--- config.mk ---
export PLATFORM = sky130hd
export DESIGN_NAME = uart_rx_peripheral
export DESIGN_NICKNAME = d
export VERILOG_FILES = /design/src/rtl/uart_rx_peripheral.sv
export SDC_FILE = /design/constraint.sdc
export NUM_CORES = 2
export LEC_CHECK = 0
export CORE_MARGIN = 8
export CORE_UTILIZATION = 45
export DETAILED_ROUTE_END_ITERATION = 6
export PLACE_DENSITY_LB_ADDON = 0.08
export SETUP_SLACK_MARGIN = 0.4
export SKIP_CTS_REPAIR_TIMING = 1
export SLEW_MARGIN = 20
export SYNTH_ARGS = -nofsm -noshare
export SYNTH_HDL_FRONTEND = slang
export SYNTH_SLANG_ARGS = --single-unit
--- constraint.sdc ---
create_clock -name i_uart_clk -period 4.67 [get_ports i_uart_clk]
set_input_delay 0.7005 -clock i_uart_clk [delete_from_list [all_inputs] [get_ports i_uart_clk]]
set_output_delay 0.7005 -clock i_uart_clk [all_outputs]
set_load 0.02 [all_outputs]
--- src/rtl/uart_rx_peripheral.sv ---
// ============================================================================
//  Module      : uart_rx_peripheral
//  Description : 16x-oversampling UART receiver with optional parity, a
//                show-ahead receive FIFO and sticky line-error flags.
//                Optional build macro UART_RX_MAJORITY_EN selects 2-of-3
//                majority voting over samples 7/8/9 of every bit.
//  Revision    : 1.0 - initial release
// ============================================================================
`default_nettype none

module uart_rx_peripheral #(
    parameter int CLK_FREQ   = 50000000,
    parameter int BAUD_RATE  = 115200,
    parameter int FIFO_DEPTH = 256,
    parameter int PAR_EN     = 1,
    parameter int PAR_TYPE   = 0
) (
    input  logic       i_uart_clk,
    input  logic       i_uart_rst_n,
    input  logic       i_uart_rx_sdata,
    input  logic       i_uart_rx_rden,
    input  logic       i_uart_rx_err_clr,
    output logic [7:0] o_uart_rx_pdata,
    output logic       o_uart_rx_valid,
    output logic       o_uart_fifo_full,
    output logic       o_uart_rx_par_err,
    output logic       o_uart_rx_frm_err,
    output logic       o_uart_rx_overrun
);

    localparam int C_DIV_RAW = CLK_FREQ / (BAUD_RATE * 16);
    localparam int C_DIV     = (C_DIV_RAW < 1) ? 1 : C_DIV_RAW;
    localparam int C_PRE_W   = (C_DIV > 1) ? $clog2(C_DIV) : 1;
    localparam int C_ADDR_W  = $clog2(FIFO_DEPTH);
    localparam logic [C_PRE_W-1:0] C_PRE_MAX = C_PRE_W'(C_DIV - 1);
`ifdef UART_RX_MAJORITY_EN
    localparam logic [3:0] C_SMP_DECIDE = 4'd9;
`else
    localparam logic [3:0] C_SMP_DECIDE = 4'd8;
`endif

    typedef enum logic [2:0] {
        S_IDLE   = 3'd0,
        S_START  = 3'd1,
        S_DATA   = 3'd2,
        S_PARITY = 3'd3,
        S_STOP   = 3'd4
    } state_t;

    state_t              r_state;
    state_t              w_state_nxt;
    logic                r_sync1;
    logic                r_sync2;
    logic                w_rx;
    logic [1:0]          r_settle;
    logic                r_armed;
    logic [C_PRE_W-1:0]  r_pre;
    logic [3:0]          r_smp;
    logic                w_tick;
    logic                w_decide;
    logic                w_bit;
    logic [7:0]          r_shift;
    logic [2:0]          r_bitcnt;
    logic                r_bad;
    logic                w_par_exp;
    logic                w_par_err_set;
    logic                w_frm_err_set;
    logic                w_good;
    logic                w_push;
    logic                w_pop;
    logic                w_ovr_set;
    logic                w_empty;
    logic                w_full;
    logic [C_ADDR_W:0]   r_wr_ptr;
    logic [C_ADDR_W:0]   r_rd_ptr;
    logic [7:0]          r_mem [FIFO_DEPTH];
    logic                r_par_err;
    logic                r_frm_err;
    logic                r_overrun;

    always_ff @(posedge i_uart_clk or negedge i_uart_rst_n) begin
        if (!i_uart_rst_n) begin
            r_sync1 <= 1'b1;
            r_sync2 <= 1'b1;
        end else begin
            r_sync1 <= i_uart_rx_sdata;
            r_sync2 <= r_sync1;
        end
    end
    assign w_rx = r_sync2;

    // The synchronizer resets to 1, so it must flush before the line is trusted
    // as idle; otherwise a line held low across reset would look like a start.
    always_ff @(posedge i_uart_clk or negedge i_uart_rst_n) begin
        if (!i_uart_rst_n) begin
            r_settle <= 2'd0;
            r_armed  <= 1'b0;
        end else if (r_settle != 2'd2) begin
            r_settle <= r_settle + 2'd1;
        end else if (w_rx) begin
            r_armed <= 1'b1;
        end
    end

    always_ff @(posedge i_uart_clk or negedge i_uart_rst_n) begin
        if (!i_uart_rst_n) begin
            r_pre <= '0;
            r_smp <= 4'd0;
        end else if (r_state == S_IDLE) begin
            r_pre <= '0;
            r_smp <= 4'd0;
        end else if (w_tick) begin
            r_pre <= '0;
            r_smp <= r_smp + 4'd1;
        end else begin
            r_pre <= r_pre + C_PRE_W'(1);
        end
    end

    assign w_tick   = (r_pre == C_PRE_MAX);
    assign w_decide = w_tick && (r_smp == C_SMP_DECIDE);

`ifdef UART_RX_MAJORITY_EN
    logic r_s7;
    logic r_s8;

    always_ff @(posedge i_uart_clk or negedge i_uart_rst_n) begin
        if (!i_uart_rst_n) begin
            r_s7 <= 1'b1;
            r_s8 <= 1'b1;
        end else begin
            if (w_tick && (r_smp == 4'd7)) r_s7 <= w_rx;
            if (w_tick && (r_smp == 4'd8)) r_s8 <= w_rx;
        end
    end
    assign w_bit = (r_s7 & r_s8) | (r_s7 & w_rx) | (r_s8 & w_rx);
`else
    assign w_bit = w_rx;
`endif

    always_ff @(posedge i_uart_clk or negedge i_uart_rst_n) begin
        if (!i_uart_rst_n) begin
            r_state <= S_IDLE;
        end else begin
            r_state <= w_state_nxt;
        end
    end

    always_comb begin
        w_state_nxt = r_state;
        case (r_state)
            S_IDLE:   if (r_armed && !w_rx) w_state_nxt = S_START;
            S_START:  if (w_decide) w_state_nxt = w_bit ? S_IDLE : S_DATA;
            S_DATA:   if (w_decide && (r_bitcnt == 3'd7))
                          w_state_nxt = (PAR_EN != 0) ? S_PARITY : S_STOP;
            S_PARITY: if (w_decide) w_state_nxt = S_STOP;
            S_STOP:   if (w_decide) w_state_nxt = S_IDLE;
            default:  w_state_nxt = S_IDLE;
        endcase
    end

    always_ff @(posedge i_uart_clk or negedge i_uart_rst_n) begin
        if (!i_uart_rst_n) begin
            r_shift  <= 8'h00;
            r_bitcnt <= 3'd0;
            r_bad    <= 1'b0;
        end else begin
            if (r_state == S_START) begin
                r_bitcnt <= 3'd0;
                r_bad    <= 1'b0;
            end
            if ((r_state == S_DATA) && w_decide) begin
                r_shift  <= {w_bit, r_shift[7:1]};
                r_bitcnt <= r_bitcnt + 3'd1;
            end
            if (w_par_err_set) r_bad <= 1'b1;
        end
    end

    assign w_par_exp     = (^r_shift) ^ (PAR_TYPE != 0);
    assign w_par_err_set = (r_state == S_PARITY) && w_decide && (w_bit != w_par_exp);
    assign w_frm_err_set = (r_state == S_STOP) && w_decide && !w_bit;
    assign w_good        = (r_state == S_STOP) && w_decide && w_bit && !r_bad;

    // A pop in the same cycle frees the slot, so a full FIFO still accepts the push.
    assign w_empty   = (r_wr_ptr == r_rd_ptr);
    assign w_full    = (r_wr_ptr[C_ADDR_W] != r_rd_ptr[C_ADDR_W]) &&
                       (r_wr_ptr[C_ADDR_W-1:0] == r_rd_ptr[C_ADDR_W-1:0]);
    assign w_pop     = i_uart_rx_rden && !w_empty;
    assign w_push    = w_good && (!w_full || w_pop);
    assign w_ovr_set = w_good && w_full && !w_pop;

    always_ff @(posedge i_uart_clk or negedge i_uart_rst_n) begin
        if (!i_uart_rst_n) begin
            r_wr_ptr <= '0;
            r_rd_ptr <= '0;
        end else begin
            if (w_push) r_wr_ptr <= r_wr_ptr + (C_ADDR_W + 1)'(1);
            if (w_pop)  r_rd_ptr <= r_rd_ptr + (C_ADDR_W + 1)'(1);
        end
    end

    always_ff @(posedge i_uart_clk) begin
        if (w_push) r_mem[r_wr_ptr[C_ADDR_W-1:0]] <= r_shift;
    end

    always_ff @(posedge i_uart_clk or negedge i_uart_rst_n) begin
        if (!i_uart_rst_n) begin
            r_par_err <= 1'b0;
            r_frm_err <= 1'b0;
            r_overrun <= 1'b0;
        end else begin
            r_par_err <= w_par_err_set | (r_par_err & ~i_uart_rx_err_clr);
            r_frm_err <= w_frm_err_set | (r_frm_err & ~i_uart_rx_err_clr);
            r_overrun <= w_ovr_set     | (r_overrun & ~i_uart_rx_err_clr);
        end
    end

    assign o_uart_rx_pdata   = w_empty ? 8'h00 : r_mem[r_rd_ptr[C_ADDR_W-1:0]];
    assign o_uart_rx_valid   = !w_empty;
    assign o_uart_fifo_full  = w_full;
    assign o_uart_rx_par_err = r_par_err;
    assign o_uart_rx_frm_err = r_frm_err;
    assign o_uart_rx_overrun = r_overrun;

endmodule

`default_nettype wire
# After elaboration in Yosys (flattened, before gate mapping)
# Memory sizes are Yosys's and may differ from the RTL's.
# Index checks and enable logic that the tools add are counted.
# totals
memories	1
reg_bits	50
output_inout_bits	13
mem_bits_rw	2048
wordCells	93
# classes
bitwise	8
n_eq_ne	17
reduce_logical	28
muxes	18
addsub	6
# memory_table
name	depth	word_bits	read_ports	rd_clocked_by_memory_dff	write_ports	line	text
r_mem	256	8	1	0	1	76	logic [7:0] r_mem [FIFO_DEPTH];
# op_table
cell	count
3-bit two-way mux	7
9-bit by 1-bit adder with 9-bit output (second input constant)	2
1-bit logical AND	15
3-bit case mux with 5 select lines	1
5-bit two-way mux	2
2-bit inequality test (second input constant)	5
9-bit == test	1
8-bit == test	1
4-bit two-way mux	2
8-bit two-way mux	1
8-bit parity	1
3-bit by 2-bit == test with 1-bit output (second input constant)	2
3-bit == test (second input constant)	2
2-bit nonzero test	3
5-bit by 1-bit adder with 5-bit output (second input constant)	1
5-bit == test (second input constant)	1
1-bit logical NOT	5
5-bit AND reduction	1
4-bit by 1-bit adder with 4-bit output (second input constant)	1
4-bit == test (second input constant)	1
1-bit two-way mux	4
3-bit by 1-bit adder with 3-bit output (second input constant)	1
1-bit AND	3
3-bit by 1-bit == test with 1-bit output (second input constant)	1
9 further kinds	13

# Depth between registers and ports, before layout
# depth
depth_word	8
ltp_mapped	13

# Worst setup path before layout
# Ideal clock, no wire load.
# synth_timing
path_type	flip-flop to flip-flop
startpoint	register r_shift[7]
endpoint	register r_par_err, in the netlist o_uart_rx_par_err
path_slack_ps	49
path_buffers	0
required_ps	4587
t_arrival_ps	4539
setup_time_ps	83
path_stages_with_launch	7
period_less_slack_ps	4621
cell_sequence	dfrtp_1 -> xnor2_1 -> xnor2_1 -> xnor2_1 -> xnor2_1 -> or3_1 -> o21ai_0
# synth_via
elab_chain_cells	4
# synth_lines
element	line	text
from (decl)	62	logic [7:0] r_shift;
from (signal assigned)	173	r_shift <= {w_bit, r_shift[7:1]};
8-bit parity	180	assign w_par_exp = (^r_shift) ^ (PAR_TYPE != 0);
1-bit inequality test	181	assign w_par_err_set = (r_state == S_PARITY) && w_decide && (w_bit != w_par_exp);
1-bit logical AND	181	
1-bit bitwise OR	213	r_par_err <= w_par_err_set | (r_par_err & ~i_uart_rx_err_clr);
to (signal assigned)	213	
to (decl)	77	logic r_par_err;
# No other way between the ends.
# A chain may end at the register's enable or synchronous reset.

# Final worst setup path
# layout_timing
startpoint	register r_rd_ptr[0]
endpoint	output o_uart_rx_pdata[0]
# layout_via
elab_chain_cells	2
word_cells_on_any_way	3
classes_between	eq/ne (1); mux (1); memory (1)
# layout_lines
element	line	text
from (decl)	75	logic [C_ADDR_W:0] r_rd_ptr;
from (signal assigned)	199	if (w_pop) r_rd_ptr <= r_rd_ptr + (C_ADDR_W + 1)'(1);
memory read 256 x 8 bit or 9-bit == test (tied branches)	n/a	
8-bit two-way mux *	219	assign o_uart_rx_pdata = w_empty ? 8'h00 : r_mem[r_rd_ptr[C_ADDR_W-1:0]];
to (decl)	23	output logic [7:0] o_uart_rx_pdata,
# Mark *: on every way between the ends. The rest lies on a longest branch, timed or not.

==> metrics.yaml <==
min_delay_path_depth: 1
max_cap_viol_count: 0
viasPerCell: 5.87
antenna_found_initial: 7
critPathArrivalTime_ns: 4.41
timing.final.ws_setup_ns: -0.440
num_vias: 42700
layout_min_cycle_time_ns: 5.11
portBuffers: 17
area_growth_pct: 19.0
dp_hpwl_mm: 145
final-setup-viol-count: 8
p_clk_frac: 0.344
cp_data_required_time_ns: 3.97
r2r_cells: 12
dieArea_um2: 198000
powerDensity_nw_per_um2: 507
r2r_end: "r_mem[88][1]$_DFFE_PP_"
skew_ns: 0.0297
path_delay_family: "multiplexers"
grt-ovfl-total: 0
power.share.sequential: 0.414
ir_worst_vdd_v: 0.000366
final_antenna_net_count: 0
start_util: 0.452
p_leak_nw: 37.7
core_area_um2: 183000
cts_buffers: 218
ys_top_cells_by_area: "edfxtp_1, mux4_2, mux2i_1, dfrtp_1, nor2_1"
relSlewSlack: 0.260
layout_common_cells: "edfxtp_1, buf_4, mux4_2, nor2_1, clkbuf_16"
worstSetupEndpointType: "output pin"
postSynthNetCount: 4038
rsz0062_at_grt: "yes"
cp-start-kind: "register"
rrSetupSlack_ns: 0.84
path_buf_inv: 7
fp.dieW_um: 444
grt_pass1_vias: 42800
fill_cells: 14300
syn_area_um2: 82600
nNetsFinal: 4710
tritoncts: "yes"
gp_congestion: 0.831
drc: 0
worst_slew_pin_slew_ns: 1.11
yosysTopAreaCell: "edfxtp_1"
cp_max_fo: 9
violations: "setup timing"
setup_tns_ns: -1.98
cts_max_level: 4
synthArstFlopShare: 0.0238
final_common_cell: "edfxtp_1"
fin_area_um2: 98300
path_class: "reg -> out"
ys_types: 78
hold_violations: 0
cts_max_path_buffers: 3
finalMaxSlewViolations: 0
report.power.total_mw: 49.8
r2r_start: "r_pre[0]$_DFF_PN0_"
netlist_instances: 4021
swShare: 0.285
yosys_warnings: 0
clock-sinks: 2098
drive_gt1_frac: 0.335
synth_edf_count: 2048
first_pass_iters: 5
cpMostUsedCell: "buf_12"
wl_per_cell_um: 31.9
die_h_um: 444
wirelength_mm: 232
combinationalPowerShare: 0.242
hold_path_class: "in -> reg"
grt_pass1_wl_mm: 325
dp_worst_setup_slack_ns: -0.332
drt_iter0_drc: 4773
critPathMaxStageDelay_ns: 0.53
status: "complete, but fails checks"
intPower_mw: 35.6
root_buffer: "clkbuf_16"
crit_chain: "buf_12 > buf_16 > buf_16 > buf_12 > buf_12 > mux4_2 > mux4_2 > mux2i_1 > o21ai_1 > o211ai_1 > o41ai_2 > buf_4 > buf_6"
power.switching_mw: 14.2
cpMaxStageDelayCell: "mux4_2"
ios: 18
seq_area_frac_synth: 0.760
fmax_mhz: 196
fin_crit_sh: 1.09
num_rows: 157
clk_pin_slew_ns: 0.06
synth_ff_type: "edfxtp_1"
fin_hold_ws_ns: 0.272
hp-start: "i_uart_rx_sdata"
worstHoldEndpoint: "r_sync1$_DFF_PN1_"
synth_top_area_frac: 0.744
clkLatencyLatePin_ns: 0.86
placed_area_um2: 89200
synth_area_per_cell_um2: 20.5
synth-seq-cells: 2098
grt_start_max_net_pins: 199
grt_use_total: 0.228
## logic make-up (layout without fill, tap and decap cells)
kind of cell,Yosys count,in the layout,synth area share
flops,2098,2098,0.760
compound gates,290,290,0.0248
simple gates,634,634,0.0352
fa+ha+maj,12,12,0.00182
mux,691,691,0.155
other cells,0,1,0
xor+xnor,39,39,0.00413
buf+inv,257,1119,0.0193
## routing by layer
layer  track usage  wire length [um]  up-vias
li1              -                 -    17900
met1         0.331            101000    22900
met2         0.368            112000     1510
met3        0.0355             14500      281
met4        0.0504              4660        2
met5             0                13        -
## Yosys cell counts, types with 10 or more instances
master and number:
mux2_2 21, nor2_2 30, nor2b_1 17, dfrtp_1 48, a21oi_1 45, inv_1 14, nand3_1 43, buf_2 58
buf_6 45, xor2_1 19, edfxtp_1 2048, mux4_2 470, nor3_1 20, nand2_1 171, ha_1 12, and2_1 14
a211oi_1 17, clkbuf_1 82, a221oi_1 25, xnor2_1 20, nor2_1 271, buf_1 10, o22ai_1 24, o21ai_0 35
mux2i_1 200, and3_1 10, buf_4 39, a22oi_1 38, nand2b_1 10, a31oi_1 17, o221ai_1 26
## state kept, by name (all words and copies together), names as in the netlist
name,flops
r_shift,8
r_wr_ptr,9
r_mem,2048
r_pre,5
r_armed,1
r_settle,2
r_sync2,1
r_rd_ptr,9
r_state,3
r_bad,1
r_bitcnt,3
r_smp,4
o_uart_rx_frm_err,1
o_uart_rx_par_err,1
r_sync1,1
o_uart_rx_overrun,1
## power groups by stage
stage / clock [mW] / combinational [mW] / sequential [mW]
floorplan: 0 / 6.20 / 20.8
global placement: 0 / 10.3 / 21.1
detailed placement: 0 / 10.3 / 21.1
CTS: 17.4 / 10.3 / 20.7
global route: 18.2 / 12.6 / 20.6
finish: 17.1 / 12.1 / 20.6
## through the flow
step	util	std cells
after detailed placement	0.488	6736
after global routing	0.538	7269
after global placement	0.488	6735
after floorplan	-	4021
after CTS	0.527	7146
final	0.538	7269
## layout make-up
cell class              instances  area, um2  area share
diodes                          1       2.50   0.0000255
clock buffers                 281       5850      0.0595
clock inverters               129       1180      0.0120
inverters                      17       77.6    0.000789
multi-input cells            1666      18900       0.192
flip-flops and latches       2098      62800       0.639
well taps                    2385       2980      0.0304
repair buffers                692       6500      0.0662
## worst max path at each step
stage                                       start            endpoint  slack [ns]  depth (start not counted)
final                     r_rd_ptr[0]$_DFFE_PN0P_  o_uart_rx_pdata[0]       -0.44                         13
after global placement    r_rd_ptr[0]$_DFFE_PN0P_  o_uart_rx_pdata[3]       -0.74                         11
after floorplan           r_rd_ptr[2]$_DFFE_PN0P_  o_uart_rx_pdata[0]        1.32                         11
after CTS                 r_rd_ptr[0]$_DFFE_PN0P_  o_uart_rx_pdata[3]       -1.28                         11
after detailed placement  r_rd_ptr[0]$_DFFE_PN0P_  o_uart_rx_pdata[3]       -0.33                         11
after global routing      r_rd_ptr[0]$_DFFE_PN0P_  o_uart_rx_pdata[0]       -0.46                         13
(Power assumes the default switching activity.)
